`config.mk`:
```
export PLATFORM = sky130hd
export DESIGN_NAME = speed_ramp
export DESIGN_NICKNAME = d
export VERILOG_FILES = /design/src/rtl/speed_ramp.sv
export SDC_FILE = /design/constraint.sdc
export NUM_CORES = 1
export LEC_CHECK = 0
export CORE_MARGIN = 2
export CORE_UTILIZATION = 60
export CTS_CLUSTER_DIAMETER = 60
export CTS_CLUSTER_SIZE = 30
export DETAILED_ROUTE_END_ITERATION = 8
export DONT_BUFFER_PORTS = 1
export PLACE_DENSITY_LB_ADDON = 0.25
export SYNTH_ARGS = -nofsm -noshare
export SYNTH_HDL_FRONTEND = slang
export SYNTH_SLANG_ARGS = --single-unit
```
`constraint.sdc`:
```
create_clock -name clk -period 26.5 [get_ports clk]
set_input_delay 2.65 -clock clk [delete_from_list [all_inputs] [get_ports clk]]
set_output_delay 2.65 -clock clk [all_outputs]
set_load 0.05 [all_outputs]
```
`src/rtl/speed_ramp.sv`:
```
// Acceleration-limited setpoint generator feeding the speed PID.
// Each wheel channel slews toward its target by one bounded step per ramp tick.
module speed_ramp #(
   parameter int CLK_FREQ  = 1000,
   parameter int RAMP_FREQ = 100,
   parameter int PID_RES   = 16,
   parameter int ACC_RES   = 16
) (
   input  logic                      clk,
   input  logic                      rst,
   input  logic                      clr,
   input  logic                      en,
   input  logic signed [PID_RES-1:0] targetL_i,
   input  logic signed [PID_RES-1:0] targetR_i,
   input  logic        [ACC_RES-1:0] acc_i,
   input  logic        [ACC_RES-1:0] dec_i,
   input  logic                      stop_i,
   input  logic        [ACC_RES-1:0] estop_dec_i,
   output logic signed [PID_RES-1:0] speedL_o,
   output logic signed [PID_RES-1:0] speedR_o,
   output logic                      tick_o,
   output logic                      busy_o
);
   localparam int N  = CLK_FREQ / RAMP_FREQ;
   localparam int CW = $clog2(N);
   localparam int WE = PID_RES + 1;

   logic [CW-1:0]             cnt_reg;
   logic                      tick_int;
   logic                      tick_reg;
   logic                      busy_reg;
   logic signed [PID_RES-1:0] cur_reg  [2];
   logic signed [PID_RES-1:0] tgt      [2];
   logic signed [PID_RES-1:0] next_val [2];
   logic        [1:0]         mismatch;

   assign tick_int = en && (cnt_reg == CW'(N - 1));
   assign tgt[0]   = targetL_i;
   assign tgt[1]   = targetR_i;

   generate
      for (genvar gi = 0; gi < 2; gi++) begin : g_chan
         logic signed [PID_RES-1:0] t;
         logic signed [PID_RES-1:0] cur;
         logic signed [WE-1:0]      cur_x;
         logic signed [WE-1:0]      err;
         logic        [WE-1:0]      abs_err;
         logic        [WE-1:0]      abs_cur;
         logic        [WE-1:0]      step_x;
         logic        [ACC_RES-1:0] s;
         logic                      increase;

         always_comb begin
            t        = stop_i ? '0 : tgt[gi];
            cur      = cur_reg[gi];
            // Widened arithmetic so |err| and |cur| never wrap at the extremes.
            cur_x    = {cur[PID_RES-1], cur};
            err      = {t[PID_RES-1], t} - cur_x;
            abs_err  = err[WE-1] ? -err : err;
            abs_cur  = cur_x[WE-1] ? -cur_x : cur_x;
            increase = (cur == '0) || (err[WE-1] == cur[PID_RES-1]);
            s        = stop_i ? estop_dec_i : (increase ? acc_i : dec_i);
            step_x   = WE'(s);
            if (abs_err <= step_x) begin
               next_val[gi] = t;
            end else if (!increase && (t != '0) && (t[PID_RES-1] != cur[PID_RES-1])
                         && (abs_cur <= step_x)) begin
               // Stop at zero before crossing; the next tick accelerates away.
               next_val[gi] = '0;
            end else if (err[WE-1]) begin
               // Modular add is exact here: the result lies between cur and t.
               next_val[gi] = cur - step_x[PID_RES-1:0];
            end else begin
               next_val[gi] = cur + step_x[PID_RES-1:0];
            end
            mismatch[gi] = (next_val[gi] != t);
         end
      end
   endgenerate

   always_ff @(posedge clk) begin
      if (rst || clr) begin
         cnt_reg    <= '0;
         cur_reg[0] <= '0;
         cur_reg[1] <= '0;
         tick_reg   <= 1'b0;
         busy_reg   <= 1'b0;
      end else begin
         if (en) begin
            cnt_reg <= (cnt_reg == CW'(N - 1)) ? '0 : cnt_reg + 1'b1;
         end
         tick_reg <= tick_int;
         if (tick_int) begin
            cur_reg[0] <= next_val[0];
            cur_reg[1] <= next_val[1];
            busy_reg   <= |mismatch;
         end
      end
   end

   assign speedL_o = cur_reg[0];
   assign speedR_o = cur_reg[1];
   assign tick_o   = tick_reg;
   assign busy_o   = busy_reg;
endmodule
```
==> results of run 1 <==
cell type report:
type | instances | area share [%]
Sequential cell | 38 | 10.1
Tap cell | 225 | 2.64
Inverter | 83 | 2.92
Timing Repair Buffer | 18 | 1.26
Multi-Input combinational cell | 1245 | 81.5
Clock inverter | 3 | 0.375
Clock buffer | 5 | 1.17
cell usage after synthesis, drive strengths merged, types with 6 or more instances:
cell type,number
nor2,175
a211oi,17
nor4,20
mux2i,34
a21o,25
nor2b,36
nand2,123
nand4,18
o22ai,6
ha,120
o221ai,8
o21ai,84
or4,6
inv,82
o2111ai,8
o41ai,6
xor2,48
a21oi,75
o211ai,16
and2,12
buf,21
dfxtp,6
mux2,15
xnor2,87
o31ai,18
edfxtp,32
nor3,34
nand2b,29
nand3,35
o21a,25
or3,20
o311ai,16
a31oi,20
and2b,6
and3,7
clkbuf,35
through the flow:
step / hold slack, ns / instance area [sq um] / worst slack, ns / std cells / util [%]
CTS: 0.503 / 10700 / 16.39 / 1617 / 62.6
global route: 0.514 / 10700 / 15.65 / 1617 / 62.6
finish: 0.498 / 10700 / 16.16 / 1617 / 62.6
global placement: 0.479 / 10500 / 16.23 / 1609 / 61.7
floorplan: 0.462 / 10400 / 16.18 / 1422 / -
detailed placement: 0.497 / 10500 / 16.13 / 1609 / 61.7
critical path, delay by kind of cell:
family	cells	cell delay [ns]
buffers and inverters	6	1.22
adders and majority gates	2	0.52
and+or+nand+nor	5	0.93
xor gates and xnor gates	4	1.05
AOI/OAI and AO/OA	13	4.06
worst paths after layout:
check / startpoint / end / slack, ns / cells past startpoint
max: stop_i / busy_o$_SDFFE_PP0P_ / 16.16 / 30
min: cnt_reg[2]$_SDFFE_PP0P_ / cnt_reg[3]$_SDFFE_PP0P_ / 0.50 / 2
max reg2reg: cur_reg[0][3]$_SDFFCE_PN0P_ / busy_o$_SDFFE_PP0P_ / 18.32 / 27
min reg2reg: cnt_reg[2]$_SDFFE_PP0P_ / cnt_reg[3]$_SDFFE_PP0P_ / 0.50 / 2
per-layer routing:
metal / vias to the layer above / track usage (%) / share of wire (%)
met5: - / 0 / 0
met4: 0 / 13.0 / 3.4
met3: 82 / 7.56 / 14
met2: 701 / 49.9 / 39
met1: 5045 / 56.5 / 43
li1: 5177 / - / -
cell families (layout without fill, tap and decap cells):
family                     Yosys count  count (layout)  share of synthesized area, %
muxes                               49              49                          4.92
and+or+nand+nor                    552             552                          26.5
buffers and inverters              139             109                          5.50
xor gates and xnor gates           135             135                          11.4
DFF                                 38              38                          10.4
AOI/OAI and AO/OA                  384             384                          25.9
adders and majority gates          125             125                          15.4
power breakdown:
group	total, uW	switching, uW	leakage [uW]	internal (uW)
sequential	79.1	12.2	0.000405	66.9
clock	68.7	24.7	0.0000836	44.0
combinational	470	277	0.00397	192
total	618	314	0.00446	303
==> flow_results.org, run 1 <==
** STA
- Max-Slew Margin vs Limit :: 16.0%
- After layout, the minimum clock period comes to 10.34 ns.
- Setup total negative slack :: 0 ns
- For this run, the top clock speed supported by timing is 96.7 MHz.
- Ratio of final minimum period to clock period :: 39.0%
- Worst-case clock skew :: 0.0114 ns
- Setup repair after global routing left no endpoint under its margin.
- For the pin with the worst max-slew slack, the measured transition is 1.24 ns.
- Total of endpoints with negative setup slack in the final report :: 0
- The max-slew violation count was 0.
- The total count of hold-check failures in the final report was 0.

** Synthesis
- The synthesized design contains 38 register bits.
- Instance count of the mapped netlist :: 1422
- Top flip-flop cell by instance count after synthesis :: sky130_fd_sc_hd__edfxtp_1
- Sequential elements use 10.4% of the synthesized area.
- Number of synthesized flops with an enable pin :: 32
- Proportion of register bits with asynchronous set or reset after synthesis :: 0%
- Yosys Warn Count :: 0
- Net count after synthesis :: 1631
- Of all cell types, the one taking the most synthesized area is sky130_fd_sc_hd__ha_1.
- Summed over its instances, the top area cell type makes up 14.5% of the synthesized netlist area.
- Post-Syn Area per Cell :: 7.28 sq um
- After synthesis, the netlist uses 95 different library cells.
- Top cells by area in the synthesized netlist :: sky130_fd_sc_hd__ha_1 14%, sky130_fd_sc_hd__edfxtp_1 9.3%, sky130_fd_sc_hd__xnor2_1 7.4%
- The mapped netlist covers 10400 sq um.

** Routing
- Once detail routing completed, the nets flagged for antenna violations numbered 0.
- In the final routed layout, each cell accounts on average for 21.3 um.
- Before antenna repair, the detailed router went through 6 iterations.
- Vias :: 11005
- After detailed routing, the number of remaining DRC violations is 0.
- Post-detailed-routing wire length :: 34500 um
- Average via count per standard cell :: 6.81
- First DRT Iteration DRCs :: 1185

** Clocking
- Buffers inserted by post-CTS timing repair :: 0
- Depth of the CTS H-tree :: 2
- TritonCTS built the clock tree.
- Total of hold buffers inserted after clock tree synthesis :: 0
- Number of buffers on the longest clock path :: 2
- Counting the buffers created by CTS gives 5.
- CTS placed an instance of sky130_fd_sc_hd__clkbuf_16 at the clock tree root.
- Clock edge transition at the registers on the reported setup and hold paths :: 0.06 ns
- Num Clock Sinks :: 38
- Worst-skew pair later-pin latency :: 0.29 ns
- Once the clock tree was built, the resizer swapped 0 gates to a different size.

** Global routing
- The initial antenna violation count came to 0.
- Entering global routing, the biggest net connects 67 pins.
- For this run the aggregate overflow at the end of global routing stands at 0.
- Global routing used 36.8% of the available tracks.
- Via count of the first global-routing pass :: 9743
- Wire length of the first global-routing pass :: 53100 um

** Setup path
- Kind of start point of the critical path :: input port
- Type of element capturing the critical path :: flip-flop
- Slowest cell on the critical path :: sky130_fd_sc_hd__a21oi_1
- The worst setup path is of the in -> reg kind.
- At the worst endpoint, the required time is 26.65 ns.
- STA puts the critical path data arrival time at 10.48 ns.
- By instance count, the cell type seen most on the critical path is sky130_fd_sc_hd__inv_1.
- Largest stage delay on the critical path :: 0.58 ns
- Biggest fanout along the worst timing path :: 66

** Status
- The flow ran to the end, and the final reports show no timing, DRC or antenna violations.

** Power and ir drop
- Power spread over the standard cell area amounts to 57.8 nW/um^2.
- Total power for the finished layout comes to 618 uW.
- Summed over all cells, the static leakage comes to 0.00446 uW.
- Worst-case vdd ir drop :: 47.2 uV

** Layout
- Summing all multi-input logic gate instances after layout gives 8710 sq um.
- Area used by sequential logic in the layout :: 1080 sq um
- The post-route netlist has 4.74% of its cells at a drive strength greater than 1.
- The library cell used most frequently in the layout, excluding fill and tap cells, is sky130_fd_sc_hd__nor2_1.
- Fill cells in the final layout number 1590.
- From synthesis to final layout, the design area changed by 3.13%.
- 0 antenna diodes ended up in the layout.
- The net count of the finished layout is 1600.
- Most frequent cells in the layout :: 175 x sky130_fd_sc_hd__nor2_1, 123 x sky130_fd_sc_hd__nand2_1, 120 x sky130_fd_sc_hd__ha_1
- Number of flip-flops under the largest register name :: 32

** Floorplan
- 119 I/O pins were placed.
- The die is 135 um tall.
- Core Footprint :: 17100 sq um
- The die covers 18300 sq um.
- Effective utilization at floorplan :: 60.7%
- DIE WIDTH :: 135 um
- The floorplan has 48 rows.

** Run
- Number of violations of the max-capacitance limit :: 0

** Placed design
- Buffers placed on the I/O ports in this run total 0.
- At the end of routability-driven placement, the weighted congestion stood at 1.09.
- After legalization and detailed placement, the total HPWL measured 28000 um.

** Worst hold path
- Classification of the worst-slack hold path :: reg -> reg
No activity file was read; power rests on OpenSTA's default activity.
==> run 2, diff against run 1 <==
==> constraint.sdc (replaced) <==
create_clock -name clk -period 10.5 [get_ports clk]
set_input_delay 1.05 -clock clk [delete_from_list [all_inputs] [get_ports clk]]
set_output_delay 1.05 -clock clk [all_outputs]
set_load 0.05 [all_outputs]
==> run 2 against run 1 <==
Effect of this change: wire length up 2.5%; first-iteration DRC count up 4.5%; combinational power rose to 2.6 times the previous value; hold slack worse by 0.0040 ns; setup slack worse by 15 ns; cell count down 0.12%; clock-buffer cell count unchanged; register-to-register slack worse by 17 ns; die area unchanged; critical path type unchanged; largest power group unchanged.
==> flow_results.org, run 2 (synthesis gave the netlist of run 1 again) <==
** Setup path
- The slowest stage of the critical path is the sky130_fd_sc_hd__o311ai_1 cell.
- Data arrival time of the critical path :: 9.22 ns (-1.26 ns)
- The highest fanout seen on the critical path came to 66 (unchanged).
- Buf/Inv on CP :: 2 (-4)
- Critical path start-end classification :: in -> reg
- The depth of the worst register-to-register path came to 31 (+15%).
- The worst setup path is captured at a flip-flop.
- Worst endpoint required time :: 10.72 ns (-15.93 ns)
- Stages on the worst setup path :: 32 (+6.7%)
- Grouping stages by cell kind, the critical path spends the most delay in compound AO/OA/AOI/OAI gates.
- Largest stage delay on the critical path :: 0.82 ns (+0.24 ns)
- Kind of start point of the critical path :: input port

** STA
- Static timing analysis puts the maximum clock frequency at 111 MHz.
- Ratio of final minimum period to clock period :: 85.7%
- Worst-case clock skew :: 0.0101 ns (-0.00133 ns)
- The total count of hold-check failures in the final report came to 0 (unchanged).
- The transition time of the tightest slew-check pin is 1.24 ns (-0.00348 ns).
- Counting I/O delays and the setup requirement, the final critical path takes 9.00 ns.
- Number of slew-limit violations in the final report :: 0 (unchanged)
- Setup total negative slack :: 0 ns (unchanged)
- The number of setup violations in the final report is 0 (unchanged).
- Hold_ws :: 0.494 ns (-0.00399 ns)
- The worst slew margin relative to its limit is 17.0% (+1.0 points).
- Setup repair after global routing missed its margin :: false

** Run
- Number of violations of the max-capacitance limit :: 0 (unchanged)

** Floorplan
- Effective utilization at floorplan :: 60.7% (unchanged)
- The overall die width is 135 um (unchanged).
- The area of the core is 17100 sq um (unchanged).
- The standard-cell row count is 48 (unchanged).
- The I/O pin total is 119 (unchanged).
- The die extent in y is 135 um (unchanged).
- DIE AREA :: 18300 sq um (unchanged)

** Clocking
- Number of instances resized during post-cts repair :: 0 (unchanged)
- Worst-skew pair later-pin latency :: 0.29 ns (about the same)
- Total of hold buffers inserted after clock tree synthesis :: 0 (unchanged)
- The clock transition at the registers of the reported paths came to 0.07 ns (about the same).
- The tree is rooted in a sky130_fd_sc_hd__clkbuf_16.
- Depth of the CTS H-tree :: 2 (unchanged)
- TritonCTS clock tree :: yes
- The TritonCTS buffer count is 5 (unchanged).
- Num Clock Sinks :: 38 (unchanged)
- Number of buffers on the longest clock path :: 2 (unchanged)
- The count of buffers added by post-CTS timing repair for setup was 0 (unchanged).

** Worst hold path
- The worst hold path stage count is 2 (unchanged).
- The tightest min-delay check is of the reg -> reg type.

** Routing
- Post-detailed-routing wire length :: 35400 um (+2.5%)
- The routed length per placed instance was 21.9 um (+2.7%).
- The post-detailed-route via-to-cell ratio is 6.90 (+1.4%).
- The number of iterations in the first detailed-routing pass is 8 (+2).
- Vias :: 11147 (+1.3%)
- The post-detailed-route DRC marker count is 0 (unchanged).
- The DRC violation total after the first TritonRoute iteration is 1238 (+4.5%).
- Final antenna-violating net count :: 0 (unchanged)

** Layout
- Fraction of layout instances using a drive strength above 1 :: 4.60% (-0.14 points)
- The number of flip-flops under the largest register name was 32 (unchanged).
- Multi-input combinational cell area :: 8710 sq um (unchanged)
- Most common cell after layout, fill and taps aside :: sky130_fd_sc_hd__nor2_1
- The storage element area was 1080 sq um (unchanged).
- The library cells used most frequently in the layout, excluding fill and tap cells, are 175 x sky130_fd_sc_hd__nor2_1, 123 x sky130_fd_sc_hd__nand2_1, 120 x sky130_fd_sc_hd__ha_1.
- # fillers :: 1601 (+0.69%)
- The area growth from synthesis to layout was 3.03% (about the same).
- Nets :: 1598 (-0.13%)
- The total inserted antenna cells was 0 (unchanged).
- The finished layout cell area was 10700 sq um (about the same).

** Global routing
- Total routing usage reported by global routing :: 37.7% (+0.96 points)
- The global-route wire length before repair was 54300 um (+2.2%).
- Global route total overflow :: 0 (unchanged)
- Via count of the first global-routing pass :: 10134 (+4.0%)
- The initial antenna violation count was 0 (unchanged).
- The pin count of the biggest net entering global routing is 67 (unchanged).

** Power and ir drop
- Worst-case vdd ir drop :: 147 uV (+210%)
- The total chip power came to 1590 uW (+160%).
- Power per standard cell area :: 149 nW/um^2 (+160%)
- The static leakage power is 0.00444 uW (-0.39%).

** Status
- The flow ran to the end, and the final reports show no timing, DRC or antenna violations.

** Placed design
- The quantity of I/O buffers inserted on ports is 0 (unchanged).
- Dpl cell area :: 10500 sq um (-0.14%)
- Total half-perimeter wirelength after legalization and detailed placement :: 28600 um (+1.9%)
- The routability congestion estimate from global placement came to 1.02 (-6.4%).
run 2: changes by cell type in the layout (fill, tap and decap cells not counted), sizes merged:
cell / previous run / this run
clkinvlp: 0 / 2
buf: 18 / 16
clkinv: 3 / 1
run 2: worst reg2reg max path: cells and delay by family, from the launching register on:
| kind | cells | cell delay [ns] |
|---|---|---|
| compound gates | 8 | 2.86 |
| simple gates | 14 | 2.80 |
| fa+ha+maj | 2 | 1.04 |
| buf+inv | 3 | 0.94 |
| mux | 2 | 0.59 |
| flops | 1 | 0.32 |
| xor+xnor | 2 | 0.23 |
run 2: final cells by class:
type	instances	share of cell area (%)
flip-flops and latches	38	10.1
clock inverters	3	0.422
multi-input cells	1245	81.6
repair buffers	16	1.13
inverters	83	2.92
well taps	225	2.64
clock buffers	5	1.17
run 2: per-stage QoR:
step           setup WS [ns]  std cells  util (%)
4_1_cts                 1.72       1615      62.6
3_5_place_dp            1.44       1607      61.6
2_1_floorplan           1.78       1422         -
3_3_place_gp            1.75       1607      61.6
5_1_grt                0.919       1615      62.6
6_report                1.50       1615      62.6
run 2: final timing paths:
check                                                   from                       to  slack (ns)
worst min register to register       cnt_reg[2]$_SDFFE_PP0P_  cnt_reg[3]$_SDFFE_PP0P_        0.49
worst min-delay path                 cnt_reg[2]$_SDFFE_PP0P_  cnt_reg[3]$_SDFFE_PP0P_        0.49
worst max-delay path                                  stop_i      busy_o$_SDFFE_PP0P_        1.50
worst max register to register  cur_reg[0][31]$_SDFFCE_PN0P_      busy_o$_SDFFE_PP0P_        1.65
run 2: report_power, final:
group / total [uW] / leakage [uW] / internal [uW] / switching [uW]
clock: 176 / 0.0000760 / 112 / 63.6
sequential: 201 / 0.000405 / 169 / 32.1
combinational: 1210 / 0.00396 / 484 / 727
total: 1590 / 0.00444 / 765 / 822
run 2: per-layer routing:
layer,vias to the layer above,routed length (um),global-route usage (%)
met1,5199,15100,53.5
li1,5175,-,-
met2,691,14200,55.5
met5,-,0,0
met3,82,5020,10.5
met4,0,1010,11.3
